==> src/rtl/tt_sweep_pkg.sv <==
// Shared types and sizes for the truth-table sweeper.
package tt_sweep_pkg;

    localparam int unsigned TT_WIDTH = 8;
    localparam int unsigned IDX_W    = 3;

    localparam logic [IDX_W-1:0] IDX_LAST = IDX_W'(TT_WIDTH - 1);

    typedef enum logic [1:0] {
        ST_IDLE   = 2'd0,
        ST_DRIVE  = 2'd1,
        ST_SAMPLE = 2'd2,
        ST_DONE   = 2'd3
    } state_e;

endpackage

==> src/rtl/truth_table_sweeper_if.sv <==
// Control/result bus of the truth-table sweeper.
// Optional members o_fail_valid/o_first_fail exist when TT_SWEEP_FAIL_INFO_EN is defined.
interface truth_table_sweeper_if;
    import tt_sweep_pkg::*;

    logic                i_start;
    logic [TT_WIDTH-1:0] i_expected;
    logic                o_busy;
    logic                o_done;
    logic [TT_WIDTH-1:0] o_table;
    logic                o_match;
`ifdef TT_SWEEP_FAIL_INFO_EN
    logic                o_fail_valid;
    logic [IDX_W-1:0]    o_first_fail;
`endif

    modport master (
        output i_start,
        output i_expected,
        input  o_busy,
        input  o_done,
        input  o_table,
        input  o_match
`ifdef TT_SWEEP_FAIL_INFO_EN
        ,
        input  o_fail_valid,
        input  o_first_fail
`endif
    );

    modport slave (
        input  i_start,
        input  i_expected,
        output o_busy,
        output o_done,
        output o_table,
        output o_match
`ifdef TT_SWEEP_FAIL_INFO_EN
        ,
        output o_fail_valid,
        output o_first_fail
`endif
    );

endinterface

==> src/rtl/tt_settle_counter.sv <==
// Loadable down-counter; terminal count flags the last settle cycle of a combination.
module tt_settle_counter #(
    parameter int unsigned MAX_COUNT = 2
) (
    input  logic i_clk,
    input  logic i_rst,
    input  logic i_load,
    input  logic i_dec,
    output logic o_tc_c
);

    localparam int unsigned CNT_W = (MAX_COUNT > 1) ? $clog2(MAX_COUNT) : 1;
    localparam logic [CNT_W-1:0] LOAD_VAL = CNT_W'(MAX_COUNT - 1);

    logic [CNT_W-1:0] cnt_q;
    logic [CNT_W-1:0] cnt_d;

    assign o_tc_c = (cnt_q == '0);

    always_comb begin
        cnt_d = cnt_q;
        if (i_load) begin
            cnt_d = LOAD_VAL;
        end else if (i_dec && !o_tc_c) begin
            cnt_d = cnt_q - 1'b1;
        end
    end

    always_ff @(posedge i_clk) begin
        if (i_rst) cnt_q <= '0;
        else       cnt_q <= cnt_d;
    end

endmodule

==> src/rtl/truth_table_sweeper.sv <==
// Sweeps all 8 input combinations of a 3-input unit, captures its truth table and checks it.
// Define TT_SWEEP_FAIL_INFO_EN to report the index of the first mismatching combination.
module truth_table_sweeper
    import tt_sweep_pkg::*;
#(
    parameter int unsigned SETTLE_CYCLES = 2
) (
    input  logic i_clk,
    input  logic i_rst,
    input  logic i_y,
    output logic o_a,
    output logic o_b,
    output logic o_c,
    truth_table_sweeper_if.slave ctl
);

    state_e              state_q, state_d;
    logic [IDX_W-1:0]    idx_q, idx_d;
    logic [TT_WIDTH-1:0] exp_q, exp_d;
    logic [TT_WIDTH-1:0] table_q, table_d;
    logic [IDX_W-1:0]    stim_q, stim_d;
    logic                busy_q, busy_d;
    logic                done_q, done_d;
    logic                match_q, match_d;
    logic                fail_valid_q, fail_valid_d;
    logic [IDX_W-1:0]    first_fail_q, first_fail_d;
    logic                cnt_load_c;
    logic                cnt_dec_c;
    logic                settle_tc_c;

    tt_settle_counter #(
        .MAX_COUNT (SETTLE_CYCLES)
    ) u_settle (
        .i_clk  (i_clk),
        .i_rst  (i_rst),
        .i_load (cnt_load_c),
        .i_dec  (cnt_dec_c),
        .o_tc_c (settle_tc_c)
    );

    always_comb begin
        state_d      = state_q;
        idx_d        = idx_q;
        exp_d        = exp_q;
        table_d      = table_q;
        match_d      = match_q;
        fail_valid_d = fail_valid_q;
        first_fail_d = first_fail_q;
        cnt_load_c   = 1'b0;
        cnt_dec_c    = 1'b0;

        case (state_q)
            ST_IDLE: begin
                if (ctl.i_start) begin
                    exp_d        = ctl.i_expected;
                    table_d      = '0;
                    match_d      = 1'b0;
                    idx_d        = '0;
                    fail_valid_d = 1'b0;
                    first_fail_d = '0;
                    cnt_load_c   = 1'b1;
                    state_d      = ST_DRIVE;
                end
            end
            ST_DRIVE: begin
                cnt_dec_c = 1'b1;
                if (settle_tc_c) state_d = ST_SAMPLE;
            end
            ST_SAMPLE: begin
                table_d[idx_q] = i_y;
                if (i_y != exp_q[idx_q] && !fail_valid_q) begin
                    fail_valid_d = 1'b1;
                    first_fail_d = idx_q;
                end
                // Compare against the table including this last sample.
                if (idx_q == IDX_LAST) begin
                    match_d = (table_d == exp_q);
                    state_d = ST_DONE;
                end else begin
                    idx_d      = idx_q + 1'b1;
                    cnt_load_c = 1'b1;
                    state_d    = ST_DRIVE;
                end
            end
            ST_DONE: state_d = ST_IDLE;
            default: state_d = ST_IDLE;
        endcase

        busy_d = (state_d != ST_IDLE);
        done_d = (state_d == ST_DONE);
        stim_d = (state_d == ST_DRIVE || state_d == ST_SAMPLE) ? idx_d : '0;
    end

    always_ff @(posedge i_clk) begin
        if (i_rst) begin
            state_q      <= ST_IDLE;
            idx_q        <= '0;
            exp_q        <= '0;
            table_q      <= '0;
            stim_q       <= '0;
            busy_q       <= 1'b0;
            done_q       <= 1'b0;
            match_q      <= 1'b0;
            fail_valid_q <= 1'b0;
            first_fail_q <= '0;
        end else begin
            state_q      <= state_d;
            idx_q        <= idx_d;
            exp_q        <= exp_d;
            table_q      <= table_d;
            stim_q       <= stim_d;
            busy_q       <= busy_d;
            done_q       <= done_d;
            match_q      <= match_d;
            fail_valid_q <= fail_valid_d;
            first_fail_q <= first_fail_d;
        end
    end

    assign o_a         = stim_q[2];
    assign o_b         = stim_q[1];
    assign o_c         = stim_q[0];
    assign ctl.o_busy  = busy_q;
    assign ctl.o_done  = done_q;
    assign ctl.o_table = table_q;
    assign ctl.o_match = match_q;

`ifdef TT_SWEEP_FAIL_INFO_EN
    assign ctl.o_fail_valid = fail_valid_q;
    assign ctl.o_first_fail = first_fail_q;
`endif

endmodule

==> src/flat_wrapper.sv <==
// flat-port wrapper written by rule: the top's interface ports become plain ports
module truth_table_sweeper_flat import tt_sweep_pkg::*;
#(
    parameter int unsigned SETTLE_CYCLES = 2
)
  (i_clk, i_rst, i_y, o_a, o_b, o_c, ctl_i_start, ctl_i_expected, ctl_o_busy, ctl_o_done, ctl_o_table, ctl_o_match);
  truth_table_sweeper_if ctl_i ();
  input  logic i_clk;
  input  logic i_rst;
  input  logic i_y;
  output logic o_a;
  output logic o_b;
  output logic o_c;
  input wire logic [$bits(ctl_i.i_start)-1:0] ctl_i_start;
  input wire logic [$bits(ctl_i.i_expected)-1:0] ctl_i_expected;
  output wire logic [$bits(ctl_i.o_busy)-1:0] ctl_o_busy;
  output wire logic [$bits(ctl_i.o_done)-1:0] ctl_o_done;
  output wire logic [$bits(ctl_i.o_table)-1:0] ctl_o_table;
  output wire logic [$bits(ctl_i.o_match)-1:0] ctl_o_match;
  assign ctl_i.i_start = ctl_i_start;
  assign ctl_i.i_expected = ctl_i_expected;
  assign ctl_o_busy = ctl_i.o_busy;
  assign ctl_o_done = ctl_i.o_done;
  assign ctl_o_table = ctl_i.o_table;
  assign ctl_o_match = ctl_i.o_match;
  truth_table_sweeper #(.SETTLE_CYCLES(SETTLE_CYCLES)) u_core (.i_clk(i_clk), .i_rst(i_rst), .i_y(i_y), .o_a(o_a), .o_b(o_b), .o_c(o_c), .ctl(ctl_i));
endmodule
==> config.mk <==
export PLATFORM = sky130hd
export DESIGN_NAME = truth_table_sweeper_flat
export DESIGN_NICKNAME = d
export VERILOG_FILES = /design/src/rtl/tt_sweep_pkg.sv /design/src/rtl/truth_table_sweeper_if.sv /design/src/rtl/tt_settle_counter.sv /design/src/rtl/truth_table_sweeper.sv /design/src/flat_wrapper.sv
export SDC_FILE = /design/constraint.sdc
export NUM_CORES = 1
export LEC_CHECK = 0
export ABC_AREA = 1
export BUFFER_PORTS_ARGS = -buffer_cell sky130_fd_sc_hd__buf_4
export CORE_MARGIN = 5
export CORE_UTILIZATION = 30
export CTS_BUF_LIST = sky130_fd_sc_hd__clkbuf_8
export CTS_CLUSTER_SIZE = 40
export DETAILED_ROUTE_END_ITERATION = 8
export PLACE_DENSITY_LB_ADDON = 0.05
export SYNTH_ARGS = -nofsm -noshare
export SYNTH_HDL_FRONTEND = slang
export SYNTH_SLANG_ARGS = --single-unit
==> constraint.sdc <==
create_clock -name i_clk -period 1.95 [get_ports i_clk]
set_input_delay 0.0975 -clock i_clk [delete_from_list [all_inputs] [get_ports i_clk]]
set_output_delay 0.0975 -clock i_clk [all_outputs]
set_load 0.03 [all_outputs]
==> flow_summary_export.csv <==
group,metric,value,unit
global_routing,grt_overflow_total,0,
die,dieArea,0.00600,mm²
power_and_ir_drop,vdd_drop_max,0.264,mV
synth,synth_warnings,0,
synth,synth_compound_area_share,11.3,%
worst_setup_path,cp-start-kind,"flop",
global_routing,antenna_found_initial,0,
timing,slew_violations,0,
clock_tree,htreeDepth,1,
timing,finalCriticalPeriod,1550,ps
timing,finalSetupViolCount,0,
hold_path,holdPathEnd,"u_core.exp_q[1]",
synth,yosys-top-cells-count,"59 x nand2_1, 28 x dfxtp_1, 23 x inv_1",
worst_setup_path,cp_common_cell,"nand2_1",
timing,rsz0062_at_grt,"false",
place,hpwl,2.58,mm
die,initial_utilization,31.1,%
detailed_routing,drt-pass1-iter-count,4,
timing,max_freq,645,MHz
synth,yosysMostFrequentCell,"nand2_1",
worst_setup_path,reg2reg_depth,6,
power_and_ir_drop,p_leak,0.000769,µW
run,maxCapViolCount,0,
cells_and_area,final_nets,245,
die,num_rows,24,
synth,synth-xor-area-share,0,%
clock_tree,cts_sinks,28,
power_and_ir_drop,intPower,851,µW
detailed_routing,wl,3.39,mm
synth,synth_top_family_by_area,"simple AND/OR/NAND/NOR gates",
hold_path,min_path_cells,3,
timing,slew_headroom,72.2,%
clock_tree,post_cts_buffers,0,
cells_and_area,num_antenna_cells,0,
place,port_buffers,25,
worst_setup_path,critPathSlowestCell,"dfxtp_1",
power_and_ir_drop,p_sw_share,26.6,%
clock_tree,cts_buffer_depth,2,
clock_tree,cts-root-buf,"clkbuf_8",
die,core_area,0.00438,mm²
hold_path,hold_class,"in -> reg",
timing,finalSetupTns,0,ps
global_routing,grt.total_usage,11.8,%
synth,yosys.area.top_type,"dfxtp_1",
worst_setup_path,timing_worst_setup_path_type,"reg -> reg",
die,io_pins,26,
synth,syn_inst,204,
global_routing,grt_max_degree,18,
timing,hold_viol_final,0,
worst_setup_path,worst-path-max-fanout,11,
worst_setup_path,reg2reg_slack,400,ps
worst_setup_path,crit_path_end_kind,"flop",
synth,syn_nets,219,
worst_setup_path,cp_top_family,"flip-flops",
die,die_h,77.5,µm
synth,synth_cell_type_count,23,
power_and_ir_drop,combinationalPowerShare,16.2,%
timing,finClkSkew,1.16,ps
run_status,run_status,"finished, final reports clean",
die,dieWidth,77.5,µm
global_routing,grt_pass1_wl,5.87,mm
synth,syn_area,0.00137,mm²
synth,synthArstFlopShare,0,%
detailed_routing,drt_iter0_markers,162,
clock_tree,cts_tree,"built",
worst_setup_path,required,2130,ps
timing,worst-slew-pin-transition,417,ps
synth,yosys.area.top_type_share,41.1,%
synth,ys_top_cells_by_area,"dfxtp_1 41%, nand2_1 16%, nand3_1 7.7%",
clock_tree,clock_latency,270,ps
synth,yosys.area_share.adder,2.75,%
global_routing,grt_pass1_vias,1265,
synth,synth_edf_count,0,
timing,fin_crit_sh,79.6,%
cells_and_area,layout-drive-gt1-share,17.5,%
detailed_routing,drc,0,
synth,ys_seq_area_share,41.1,%
clock_tree,clkTransAtPathRegs,90,ps
clock_tree,cts_resized,0,
cells_and_area,fill_cells,487,
worst_setup_path,rr_endpoint,"u_core.stim_q[2]",
synth,synth-seq-cells,28,
power_and_ir_drop,p_total,1160,µW
synth,syn_area_per_cell,6.69,µm²
place,place_congestion,0.863,
power_and_ir_drop,p_per_area,698,mW/mm²
power_and_ir_drop,power.switching,308,µW
detailed_routing,vias,1312,
clock_tree,numCtsBuffers,3,
synth,muxShareOfSynthArea,0,%
synth,synthFlopType,"dfxtp_1",
clock_tree,cts.hold.buffers_added,0,
detailed_routing,postRouteAntennaNets,0,
power_and_ir_drop,sequentialPowerShare,52.9,%
hold_path,min-delay-start,"ctl_i_expected[1]",
worst_setup_path,r2r_start,"u_core.idx_q[2]",
worst_setup_path,cp.arrival,1730,ps
cells_and_area,area_delta_synth_final,21.5,%
detailed_routing,wl_per_cell,12.1,µm
worst_setup_path,cp.buffers_inverters,1,
power_and_ir_drop,clock_power_share,30.8,%
worst_setup_path,slowest_delay,570,ps
synth,yosys.area_share.simple,34.1,%
detailed_routing,viasPerCell,4.67,
worst_setup_path,cp_cell_sequence,"nand2_1 > nor2_1 > inv_1 > nand2_1 > ha_1 > and2_1",
## cells by family (layout without fill, tap and decap cells)
logic type / count (synthesis) / in the layout
fa+ha+maj: 3 / 3
compound gates: 29 / 29
buf+inv: 35 / 60
flops: 28 / 28
simple gates: 109 / 109
## cell type report
class / instances / area (µm²) / share of cell area [%]
Timing Repair Buffer: 29 / 218 / 13.1
Multi-Input combinational cell: 141 / 657 / 39.6
Sequential cell: 28 / 561 / 33.8
Clock buffer: 4 / 55.1 / 3.32
Inverter: 27 / 104 / 6.26
Tap cell: 52 / 65.1 / 3.92
## power groups by stage
stage	logic (µW)	clock network [µW]	registers, µW
final	188	357	613
after global routing	217	398	616
after CTS	191	384	614
after floorplan	117	0	634
after detailed placement	190	0	627
after global placement	191	0	626
## flip-flops by register name (all words and copies together), names as in the netlist
| register | cells |
|---|---|
| u_core.ctl.o_done | 1 |
| u_core.ctl.o_match | 1 |
| u_core.stim_q | 3 |
| u_core.ctl.o_busy | 1 |
| u_core.ctl.o_table | 8 |
| u_core.exp_q | 8 |
| u_core.idx_q | 3 |
| u_core.state_q | 2 |
| u_core.u_settle.cnt_q | 1 |
## through the flow
step,setup WS (ps),std cells,cell area [µm²],util (%),hold WS (ps)
floorplan,506,204,1370,-,264
global placement,480,277,1600,36.6,360
detailed placement,425,277,1600,36.6,365
CTS,405,281,1660,37.8,72.4
global route,259,281,1660,37.8,100
finish,399,281,1660,37.8,75.8
## placed cells by master, fill, tap and decap left out
master / count
nand4_1: 6
dfxtp_1: 28
nand2_1: 59
and2_1: 1
nand3_1: 21
clkbuf_8: 4
inv_4: 1
nor2_2: 1
a21o_1: 1
inv_2: 3
o21ai_1: 2
o21ai_0: 9
inv_1: 23
a21oi_1: 16
ha_1: 3
nor2_1: 18
nor3_1: 2
buf_4: 29
o21bai_2: 1
nor2_4: 1
## per-layer routing
metal | share of wire, % | global-route usage [%] | wire length, µm | vias up
met5 | 0 | 0 | 0 | -
met4 | 1.1 | 3.78 | 37 | 0
met1 | 49 | 16.2 | 1680 | 581
met2 | 45 | 18.4 | 1520 | 28
li1 | - | - | - | 699
met3 | 4.8 | 2.78 | 164 | 4
## worst max-delay path by stage
stage                           start          endpoint  slack [ps]  cells past startpoint
floorplan           u_core.state_q[0]  u_core.stim_q[2]         510                      8
global placement      u_core.idx_q[2]  u_core.stim_q[2]         480                      6
detailed placement    u_core.idx_q[2]  u_core.stim_q[2]         420                      6
CTS                   u_core.idx_q[2]  u_core.stim_q[2]         400                      6
global route          u_core.idx_q[2]  u_core.stim_q[2]         260                      6
finish                u_core.idx_q[2]  u_core.stim_q[2]         400                      6
## worst register-to-register path, delay by kind of cell (launching register included)
family,cells,cell delay [ps]
AND/OR/NAND/NOR,4,560
flip-flops,1,570
buffers and inverters,1,70
adder cells (fa/ha/maj),1,250
No activity file was read; power rests on OpenSTA's default activity.
